File: src/rtl/memory_stage.sv
// memory_stage: data-memory access stage between execute and writeback.
// Issues loads/stores on a req/gnt/rvalid bus, aligns and extends load data,
// and forwards non-memory ALU results unchanged. One op in flight at a time.
module memory_stage #(
  parameter int ADDR_WIDTH    = 32,
  parameter int DATA_WIDTH    = 32,
  parameter int NUM_REGISTERS = 32,
  localparam int REGISTER_INDEXING_WIDTH = $clog2(NUM_REGISTERS)
) (
  input  logic                               clk,
  input  logic                               rst_n,
  // upstream handshake
  output logic                               stall_prev,
  input  logic                               prev_done,
  // downstream handshake
  input  logic                               next_stall,
  output logic                               done_next,
  // op from execute
  input  logic [ADDR_WIDTH-1:0]              program_count_in,
  input  logic                               load_in,
  input  logic                               store_in,
  input  logic [2:0]                         funct_3_in,
  input  logic [DATA_WIDTH-1:0]              result_data_in,
  input  logic                               result_data_valid_in,
  input  logic [DATA_WIDTH-1:0]              memory_store_data_in,
  input  logic [REGISTER_INDEXING_WIDTH-1:0] write_register_in,
  input  logic                               write_register_valid_in,
  // op to writeback
  output logic [ADDR_WIDTH-1:0]              program_count_out,
  output logic [REGISTER_INDEXING_WIDTH-1:0] write_register_out,
  output logic                               write_register_valid_out,
  output logic [DATA_WIDTH-1:0]              writeback_data_out,
  output logic                               writeback_data_valid_out,
  output logic                               exception_out,
  output logic [1:0]                         exception_cause_out,
  // data-memory bus
  output logic                               mem_req,
  output logic                               mem_we,
  output logic [ADDR_WIDTH-1:0]              mem_addr,
  output logic [DATA_WIDTH-1:0]              mem_wdata,
  output logic [3:0]                         mem_be,
  input  logic                               mem_gnt,
  input  logic                               mem_rvalid,
  input  logic [DATA_WIDTH-1:0]              mem_rdata,
  input  logic                               mem_err
);

  typedef enum logic [1:0] {S_EMPTY, S_ISSUE, S_WAIT, S_READY} state_t;

  localparam logic [1:0] CAUSE_NONE     = 2'd0;
  localparam logic [1:0] CAUSE_MISALIGN = 2'd1;
  localparam logic [1:0] CAUSE_ACCESS   = 2'd2;
  localparam logic [1:0] CAUSE_ILLEGAL  = 2'd3;

  state_t r_state;
  state_t w_next_state;
  state_t w_accept_state;

  logic                  w_transfer_prev;
  logic                  w_transfer_next;
  logic                  w_is_mem;
  logic                  w_illegal;
  logic                  w_misaligned;

  logic                  r_store;
  logic [2:0]            r_funct3;
  logic [ADDR_WIDTH-1:0] r_ea;
  logic [DATA_WIDTH-1:0] r_wdata;
  logic [3:0]            r_be;
  logic                  r_wr_valid_in;

  // Shift store data into the byte lane(s) selected by the low address bits.
  function automatic logic [31:0] f_store_lanes(input logic [2:0] f3, input logic [1:0] lo,
                                                input logic [31:0] data);
    logic [4:0] shamt;
    shamt = {lo, 3'b000};
    case (f3)
      3'd0:    f_store_lanes = {24'd0, data[7:0]} << shamt;
      3'd1:    f_store_lanes = {16'd0, data[15:0]} << shamt;
      default: f_store_lanes = data;
    endcase
  endfunction

  // Byte enables: loads always read the whole word.
  function automatic logic [3:0] f_byte_en(input logic is_store, input logic [2:0] f3,
                                           input logic [1:0] lo);
    if (!is_store)       f_byte_en = 4'hF;
    else if (f3 == 3'd0) f_byte_en = 4'b0001 << lo;
    else if (f3 == 3'd1) f_byte_en = 4'b0011 << lo;
    else                 f_byte_en = 4'hF;
  endfunction

  // Select the addressed lane of the response word and sign/zero-extend it.
  function automatic logic [31:0] f_load_extend(input logic [2:0] f3, input logic [1:0] lo,
                                                input logic [31:0] rdata);
    logic [31:0]        sh;
    logic signed [7:0]  sb;
    logic signed [15:0] shw;
    sh  = rdata >> {lo, 3'b000};
    sb  = sh[7:0];
    shw = sh[15:0];
    case (f3)
      3'd0:    f_load_extend = 32'(sb);
      3'd1:    f_load_extend = 32'(shw);
      3'd4:    f_load_extend = {24'd0, sh[7:0]};
      3'd5:    f_load_extend = {16'd0, sh[15:0]};
      default: f_load_extend = sh;
    endcase
  endfunction

  assign w_transfer_next = done_next && !next_stall;
  assign stall_prev      = !rst_n || ((r_state != S_EMPTY) && !w_transfer_next);
  assign w_transfer_prev = prev_done && !stall_prev;

  assign done_next = (r_state == S_READY);
  assign mem_req   = (r_state == S_ISSUE);
  assign mem_we    = mem_req && r_store;
  assign mem_addr  = mem_req ? {r_ea[ADDR_WIDTH-1:2], 2'b00} : '0;
  assign mem_wdata = mem_req ? r_wdata : '0;
  assign mem_be    = mem_req ? r_be : 4'd0;

  assign w_is_mem  = load_in || store_in;

  // Classify the incoming op: illegal size codes, misalignment, and the state it enters.
  always_comb begin
    w_illegal      = 1'b0;
    w_misaligned   = 1'b0;
    w_accept_state = S_READY;
    if (store_in) w_illegal = (funct_3_in >= 3'd3);
    else          w_illegal = (funct_3_in == 3'd3) || (funct_3_in == 3'd6) || (funct_3_in == 3'd7);
    if (funct_3_in[1:0] == 2'd1)      w_misaligned = result_data_in[0];
    else if (funct_3_in[1:0] == 2'd2) w_misaligned = (result_data_in[1:0] != 2'd0);
    if (w_is_mem && result_data_valid_in && !w_illegal && !w_misaligned)
      w_accept_state = S_ISSUE;
  end

  // Next-state logic; a new op accepted while READY drains replaces the drain directly.
  always_comb begin
    w_next_state = r_state;
    case (r_state)
      S_ISSUE: if (mem_gnt)         w_next_state = S_WAIT;
      S_WAIT:  if (mem_rvalid)      w_next_state = S_READY;
      S_READY: if (w_transfer_next) w_next_state = S_EMPTY;
      default: w_next_state = r_state;
    endcase
    if (w_transfer_prev) w_next_state = w_accept_state;
  end

  // State register; reset abandons any in-flight bus transaction.
  always_ff @(posedge clk or negedge rst_n) begin
    if (!rst_n) r_state <= S_EMPTY;
    else        r_state <= w_next_state;
  end

  // Op capture on accept, and result/exception update on bus response.
  always_ff @(posedge clk or negedge rst_n) begin
    if (!rst_n) begin
      r_store                  <= 1'b0;
      r_funct3                 <= 3'd0;
      r_ea                     <= '0;
      r_wdata                  <= '0;
      r_be                     <= 4'd0;
      r_wr_valid_in            <= 1'b0;
      program_count_out        <= '0;
      write_register_out       <= '0;
      write_register_valid_out <= 1'b0;
      writeback_data_out       <= '0;
      writeback_data_valid_out <= 1'b0;
      exception_out            <= 1'b0;
      exception_cause_out      <= CAUSE_NONE;
    end else if (w_transfer_prev) begin
      r_store            <= store_in;
      r_funct3           <= funct_3_in;
      r_ea               <= result_data_in[ADDR_WIDTH-1:0];
      r_wdata            <= f_store_lanes(funct_3_in, result_data_in[1:0], memory_store_data_in);
      r_be               <= f_byte_en(store_in, funct_3_in, result_data_in[1:0]);
      r_wr_valid_in      <= write_register_valid_in;
      program_count_out  <= program_count_in;
      write_register_out <= write_register_in;
      if (!w_is_mem) begin
        writeback_data_out       <= result_data_in;
        writeback_data_valid_out <= result_data_valid_in;
        write_register_valid_out <= write_register_valid_in;
        exception_out            <= 1'b0;
        exception_cause_out      <= CAUSE_NONE;
      end else if (!result_data_valid_in || w_illegal || w_misaligned) begin
        writeback_data_out       <= '0;
        writeback_data_valid_out <= 1'b0;
        write_register_valid_out <= 1'b0;
        exception_out            <= 1'b1;
        exception_cause_out      <= (!result_data_valid_in || w_illegal) ? CAUSE_ILLEGAL
                                                                          : CAUSE_MISALIGN;
      end else begin
        writeback_data_out       <= '0;
        writeback_data_valid_out <= 1'b0;
        write_register_valid_out <= 1'b0;
        exception_out            <= 1'b0;
        exception_cause_out      <= CAUSE_NONE;
      end
    end else if (r_state == S_WAIT && mem_rvalid) begin
      if (mem_err) begin
        writeback_data_out       <= '0;
        writeback_data_valid_out <= 1'b0;
        write_register_valid_out <= 1'b0;
        exception_out            <= 1'b1;
        exception_cause_out      <= CAUSE_ACCESS;
      end else if (r_store) begin
        writeback_data_out       <= '0;
        writeback_data_valid_out <= 1'b0;
        write_register_valid_out <= 1'b0;
      end else begin
        writeback_data_out       <= f_load_extend(r_funct3, r_ea[1:0], mem_rdata);
        writeback_data_valid_out <= 1'b1;
        write_register_valid_out <= r_wr_valid_in;
      end
    end
  end

endmodule

File: config.mk
export PLATFORM = sky130hd
export DESIGN_NAME = memory_stage
export DESIGN_NICKNAME = d
export VERILOG_FILES = /design/src/rtl/memory_stage.sv
export SDC_FILE = /design/constraint.sdc
export NUM_CORES = 1
export LEC_CHECK = 0
export CAP_MARGIN = 20
export CORE_AREA = 4 4 162 164
export DETAILED_ROUTE_END_ITERATION = 10
export DIE_AREA = 0 0 166 168
export PLACE_DENSITY = 0.61
export SYNTH_ARGS = -nofsm -noshare
export SYNTH_HDL_FRONTEND = slang
export SYNTH_SLANG_ARGS = --single-unit
File: constraint.sdc
create_clock -name clk -period 2.5 [get_ports clk]
set_input_delay 0.375 -clock clk [delete_from_list [all_inputs] [get_ports clk]]
set_output_delay 0.375 -clock clk [all_outputs]
set_load 0.1 [all_outputs]
==> results of run 1 <==
## synthesized netlist by cell type, drive strengths merged
library cell / number
a32oi: 1
mux4: 1
a221o: 15
a2111oi: 3
or2: 3
nor2: 76
clkbuf: 45
nor3: 1
a21o: 2
nor3b: 1
and2: 68
nor2b: 4
conb: 1
a211o: 1
a22oi: 1
o2bb2ai: 1
a21oi: 29
nand2: 268
or4: 1
dfrtp: 149
ha: 4
a22o: 8
o21ai: 43
mux2: 16
a211oi: 7
a31oi: 1
a221oi: 32
nand3b: 9
inv: 4
nand3: 12
buf: 15
mux2i: 16
and3: 1
o22ai: 1
## per-layer routing
metal  global-route usage [%]  share of wire [%]  routed length (um)
met2                     30.4                 47               12700
met4                     4.95                2.0                 540
met5                        0              0.085                  23
met1                     24.8                 43               11700
met3                     6.46                8.2                2230
## metrics by stage
| step | hold WS [ns] | total power, mW | std cells | instance area, um^2 |
|---|---|---|---|---|
| finish | 0.145 | 18.6 | 1462 | 11800 |
| global route | 0.231 | 19.5 | 1461 | 11800 |
| CTS | 0.206 | 18.8 | 1460 | 11800 |
| detailed placement | 0.447 | 16.1 | 1429 | 11200 |
| global placement | 0.442 | 16.0 | 1429 | 11200 |
| floorplan | 0.0794 | 12.5 | 841 | 7400 |
## sequential cells by signal, summed over array words and instances, names as in the netlist
signal                    cells
exception_cause_out           2
r_wr_valid_in                 1
r_be                          4
r_funct3                      3
program_count_out            32
writeback_data_valid_out      1
write_register_out            5
writeback_data_out           32
r_ea                         32
r_store                       1
r_wdata                      32
r_state                       2
write_register_valid_out      1
exception_out                 1
## logic make-up after synthesis
group / Yosys count
adder cells (fa/ha/maj): 4
other: 1
flip-flops: 149
buffers and inverters: 64
multiplexers: 33
AO/OA/AOI/OAI: 145
AND/OR/NAND/NOR: 444
## report_power, final
part | total, mW | switching [mW] | internal, mW
Clock | 2.64 | 1.05 | 1.59
Combinational | 11.8 | 8.62 | 3.16
Sequential | 4.21 | 0.650 | 3.56
## worst register-to-register path: stages, from the launching register on
cell	delay [ns]
dfrtp_1	0.47
or2_4	0.33
a21oi_4	0.22
buf_4	0.58
o21ai_0	0.25
nand2_1	0.11
## cells in the final DEF, fill, tap and decap left out, types with 2 or more instances in the layout
cell type and instances:
nand3_1 12, inv_6 2, nand3b_1 8, clkdlybuf4s50_1 145, ha_1 4, a22o_1 8, o21ai_1 5, dfrtp_1 149
a211oi_1 7, nand2_1 267, diode_2 2, clkinv_2 3, bufinv_16 3, buf_4 100, a21oi_1 26, inv_1 4
mux2_2 16, conb_1 2, and2_1 68, a2111oi_0 2, mux2i_1 16, a21oi_2 2, o21ai_0 37, or2_2 2
nor2_1 75, a221oi_1 32, clkinvlp_4 4, a221o_1 15, clkbuf_16 17, nor2b_1 3, buf_12 72
## how the worst max path moves through the flow
stage / start / to / slack (ns) / cells after the start
2_1_floorplan: r_state[0] / mem_be[0] / 0.03 / 4
3_3_place_gp: next_stall / write_register_valid_out / 0.14 / 6
3_5_place_dp: next_stall / write_register_valid_out / 0.09 / 6
4_1_cts: r_state[0] / mem_addr[31] / 0.30 / 4
5_1_grt: r_state[0] / mem_addr[31] / 0.22 / 4
6_report: r_state[0] / mem_addr[15] / 0.34 / 4
## area by class of cell
cell class / instances / share of cell area, %
inverter: 4 / 0.127
timing repair buffer: 318 / 30.9
clock buffer: 19 / 3.74
sequential: 149 / 31.5
tap: 330 / 3.49
clock inverter: 12 / 1.29
antenna: 2 / 0.0423
multi-input combinational: 628 / 28.9
==> reports/qor.txt, run 1 <==
Dpl hpwl: 20.4 mm
Lkg Pwr: 5.42 nW
Pins Over Slew Limit: 0
P&R area growth vs syn: 60.0%
Post-CTS setup buffers: 0
Worst rel slew slack: 42.2%
Port Buffers: 290
Via count of the routed design: 7035
Seq. cell area: 3730 um^2
CP bufs+invs: 2
Crit. End Element: primary output
Vias per std cell: 4.81
Clock Path Buffers: 2
Initial antenna violation count: 3
Setup TNS: 0 ns
Total Routing Usage GR: 19.0%
Placement Setup Slack: 0.0942 ns
Final Hold Vio Count: 0
Wire length per cell: 18.6 um
Final Wtd Congestion: 0.866
Final Skew: 0.0130 ns
Synth Area in Adders: 0.677%
DRC: 0
Hold_buf cts: 0
Final ANT Viol Nets: 0
Layout Nets: 1269
Core area: 24900 um^2
Largest family of logic cells by synthesized area: simple AND/OR/NAND/NOR gates
Area contributors post-synth: dfrtp_1 50%, nand2_1 14%, and2_1 5.8%, nor2_1 3.9%, a221oi_1 3.8%
Synth Area in XOR/XNOR: 0%
Routed WL: 27.2 mm
Synth Instances: 840
Number of global-route vias before repair: 7076
Peak VDD IR: 1.31 mV
Cell area power density: 1580 nW/um^2
Worst path cell trace: nor2b_4 -> buf_4 -> and2_1 -> buf_12
CTS clock-pin slew for the worst setup and hold paths: 0.07 ns
Final Cycle Share: 86.3%
Number of cells on the worst reg-to-reg path: 5
Num CTS Buffers: 17
Setup slack after layout: 0.342 ns
Crit Reg-Reg Startpoint: r_state[0]
Area leader, netlist: dfrtp_1
Hold Path Class: in -> async
Largest net degree at the start of global routing: 150
#FFs+latches synth: 149
Worst-Skew Late Latency: 0.42 ns
CP delay by family, top: flip-flops
Number of fill cells in the layout: 2329
# IOs: 293
Simple-gate share of the synthesized area: 26.2%
Multi-input gate area: 3420 um^2
Post-synth top area share: 50.4%
Crit-path slowest cell: dfrtp_1
Multiplexer share of the synthesized area: 4.91%
Syn Area/Cell: 8.80 um^2
Startpoint Class: flop
Crit path arrival time: 1.78 ns
Critical Path Max Stage Delay: 0.49 ns
Remaining Overflow, GRT: 0
Setup violators final: 0
Cell Rows: 58
Register area share after synthesis: 50.4%
Core Util, Final: 47.5%
Root Driver: clkbuf_16
Width of the die: 166 um
Max H-tree Level: 4
Violation count after the first detailed-route iteration: 398
Crit-path max FO: 21
Pre-antenna DRT Iters: 5
Mapped Area: 7390 um^2
Die area: 27900 um^2
Vert. Die Dim: 168 um
Resized cells post-CTS: 0
Synth Area in Compound Gates: 14.0%
Clock sinks: 149
Highest clock rate: 0.463 GHz
Outcome: complete, no violations
Share of cells above drive strength 1: 20.8%
Worst Path Required: 2.12 ns
Crit Path Class: reg -> out
R2r setup slk: 0.49 ns
First-pass GRT wire length: 41.9 mm
RSZ-0062 raised after global routing: false
R2r endpoint: r_be[1]
Yosys cell types: 44
Yosys warning count: 0
Max Cap Viol: 0
Min cycle time layout: 2.16 ns
Initial Util: 29.7%
Worst slew pin tran: 0.867 ns
CTS tree: built
Note: power is estimated with default switching activity, not from simulation.
==> run 2, diff against run 1 <==
--- a/config.mk
+++ b/config.mk
@@ -6,9 +6,9 @@
 export NUM_CORES = 1
 export LEC_CHECK = 0
 export CAP_MARGIN = 20
-export CORE_AREA = 4 4 162 164
+export CORE_AREA = 2 2 160 162
 export DETAILED_ROUTE_END_ITERATION = 10
-export DIE_AREA = 0 0 166 168
+export DIE_AREA = 0 0 162 164
 export PLACE_DENSITY = 0.61
 export SYNTH_ARGS = -nofsm -noshare
 export SYNTH_HDL_FRONTEND = slang
==> run 2 against run 1 <==
Net effect: sequential share of layout area fell by 0.11 points; combinational power barely moved; core utilization rose by 0.30 points; clock power barely moved; setup slack got worse by 0.10 ns; critical path type unchanged; largest cell class unchanged.
==> reports/qor.txt, run 2 (synthesized netlist as in run 1, its figures left out) <==
Min cycle time layout: 2.26 ns (+0.101 ns)
Setup violators final: 0 (unchanged)
Violation count after the first detailed-route iteration: 385 (-3.3%)
Max Cap Viol: 0 (unchanged)
Critical Path Max Stage Delay: 0.49 ns (about the same)
Remaining Overflow, GRT: 0 (unchanged)
Final Skew: 0.0130 ns (-0.00000920 ns)
Pins Over Slew Limit: 0 (unchanged)
Max H-tree Level: 4 (unchanged)
CTS clock-pin slew for the worst setup and hold paths: 0.07 ns (about the same)
Crit Reg-Reg Startpoint: r_state[1]
# IOs: 293 (unchanged)
DRC: 0 (unchanged)
Num CTS Buffers: 17 (unchanged)
Worst path cell trace: nor2b_4 -> buf_6 -> and2_1 -> buf_12
WP depth: 4 (unchanged)
Peak VDD IR: 1.20 mV (-8.3%)
Most frequent cells in the layout: 267 x nand2_1, 149 x dfrtp_1, 145 x clkdlybuf4s50_1
P&R area growth vs syn: 60.6%
Worst-Skew Late Latency: 0.42 ns (about the same)
Startpoint Class: flop
First-pass GRT wire length: 41.0 mm (-2.0%)
RSZ-0062 raised after global routing: false
Crit. End Element: primary output
CP delay by family, top: flip-flops
Final Cycle Share: 90.4% (+4.0 points)
Final ANT Viol Nets: 0 (unchanged)
Crit-path slowest cell: dfrtp_1
Clock sinks: 149 (unchanged)
Vias per std cell: 4.82 (about the same)
Die area: 26600 um^2 (-4.7%)
Final Hold Vio Count: 0 (unchanged)
Crit-path max FO: 46 (+120%)
Worst Path Required: 2.12 ns (about the same)
Post-CTS setup buffers: 0 (unchanged)
Number of cells on the worst reg-to-reg path: 5 (unchanged)
Largest net degree at the start of global routing: 151 (+0.67%)
Root Driver: clkbuf_16
Port Buffers: 290 (unchanged)
Crit Path Class: reg -> out
Core Util, Final: 47.8% (+0.30 points)
Outcome: complete, no violations
Wire length per cell: 18.2 um (-2.0%)
Vert. Die Dim: 164 um (-2.4%)
Via count of the routed design: 7056 (+0.30%)
Lkg Pwr: 5.45 nW (+0.53%)
Number of global-route vias before repair: 7029 (-0.66%)
Worst rel slew slack: 44.2% (+2.0 points)
Setup TNS: 0 ns (unchanged)
Hold Path Class: in -> async
Most common cell after layout, fill and taps aside: nand2_1
Initial Util: 29.8% (+0.087 points)
Routed WL: 26.7 mm (-1.8%)
Dpl hpwl: 19.9 mm (-2.4%)
Layout Nets: 1272 (+0.24%)
CTS tree: built
Worst slew pin tran: 0.837 ns (-0.0302 ns)
Share of cells above drive strength 1: 21.2% (+0.37 points)
Crit path arrival time: 1.88 ns (+0.10 ns)
Highest clock rate: 0.443 GHz (-4.5%)
Final Wtd Congestion: 0.822 (-5.1%)
Initial antenna violation count: 1 (-2)
Total Routing Usage GR: 20.2% (+1.2 points)
Clock Path Buffers: 2 (unchanged)
Core area: 24800 um^2 (-0.29%)
Pre-antenna DRT Iters: 5 (unchanged)
Width of the die: 162 um (-2.4%)
Cell area power density: 1570 nW/um^2 (-0.39%)
Critical path origin: r_state[0]
CP bufs+invs: 2 (unchanged)
Cell Rows: 58 (unchanged)
==> run 2: changes by cell type in the layout (fill, tap and decap cells not counted), sizes merged <==
cell,delta
inv,+5
buf,+3
clkinvlp,-2
bufinv,-1
clkbuf,-1
diode,-1
==> run 2: cell type report <==
cell class / count / area (um^2)
fill: 2409 / 12900
tap: 330 / 413
clock buffer: 18 / 439
timing repair buffer: 321 / 3690
multi-input combinational: 628 / 3420
clock inverter: 14 / 165
sequential: 149 / 3730
antenna: 1 / 2.50
inverter: 4 / 15.0
==> run 2: power breakdown <==
part,internal (mW),total (mW),switching [mW]
combinational,3.15,11.7,8.59
clock,1.53,2.65,1.12
sequential,3.56,4.23,0.675
==> run 2: final timing paths <==
kind,endpoint,slack [ns]
worst max-delay path,mem_wdata[25],0.24
worst min-delay path,r_wdata[30],0.09
worst max register to register,writeback_data_out[28],0.48
worst min register to register,r_wdata[0],0.45
max in group asynchronous,writeback_data_out[31],1.78
min in group clk,r_wdata[0],0.45
==> run 2: metal layers <==
| layer | part of all wire [%] | vias up | global-route usage [%] |
|---|---|---|---|
| li1 | - | 3388 | - |
| met1 | 43 | 3346 | 26.4 |
| met2 | 47 | 294 | 32.3 |
| met3 | 8.1 | 28 | 5.61 |
| met4 | 2.3 | 0 | 6.64 |
| met5 | 0 | - | 0 |
==> run 2: timing repair <==
action                                  in CTS  in global routing
endpoints found under the setup margin       0                  1
hold buffers                                 0                  0
gates resized for setup                      0                  1
==> run 2: metrics by stage <==
step	hold WS, ns	worst slack (ns)	std cells	total power, mW	cell area (um^2)
after global routing	0.136	0.101	1464	19.5	11900
after CTS	0.166	0.0951	1464	18.8	11900
final	0.0857	0.241	1465	18.6	11900
after detailed placement	0.447	0.0988	1432	16.1	11300
after floorplan	0.0794	0.0270	841	12.5	7400
after global placement	0.442	-0.00206	1431	15.9	11200
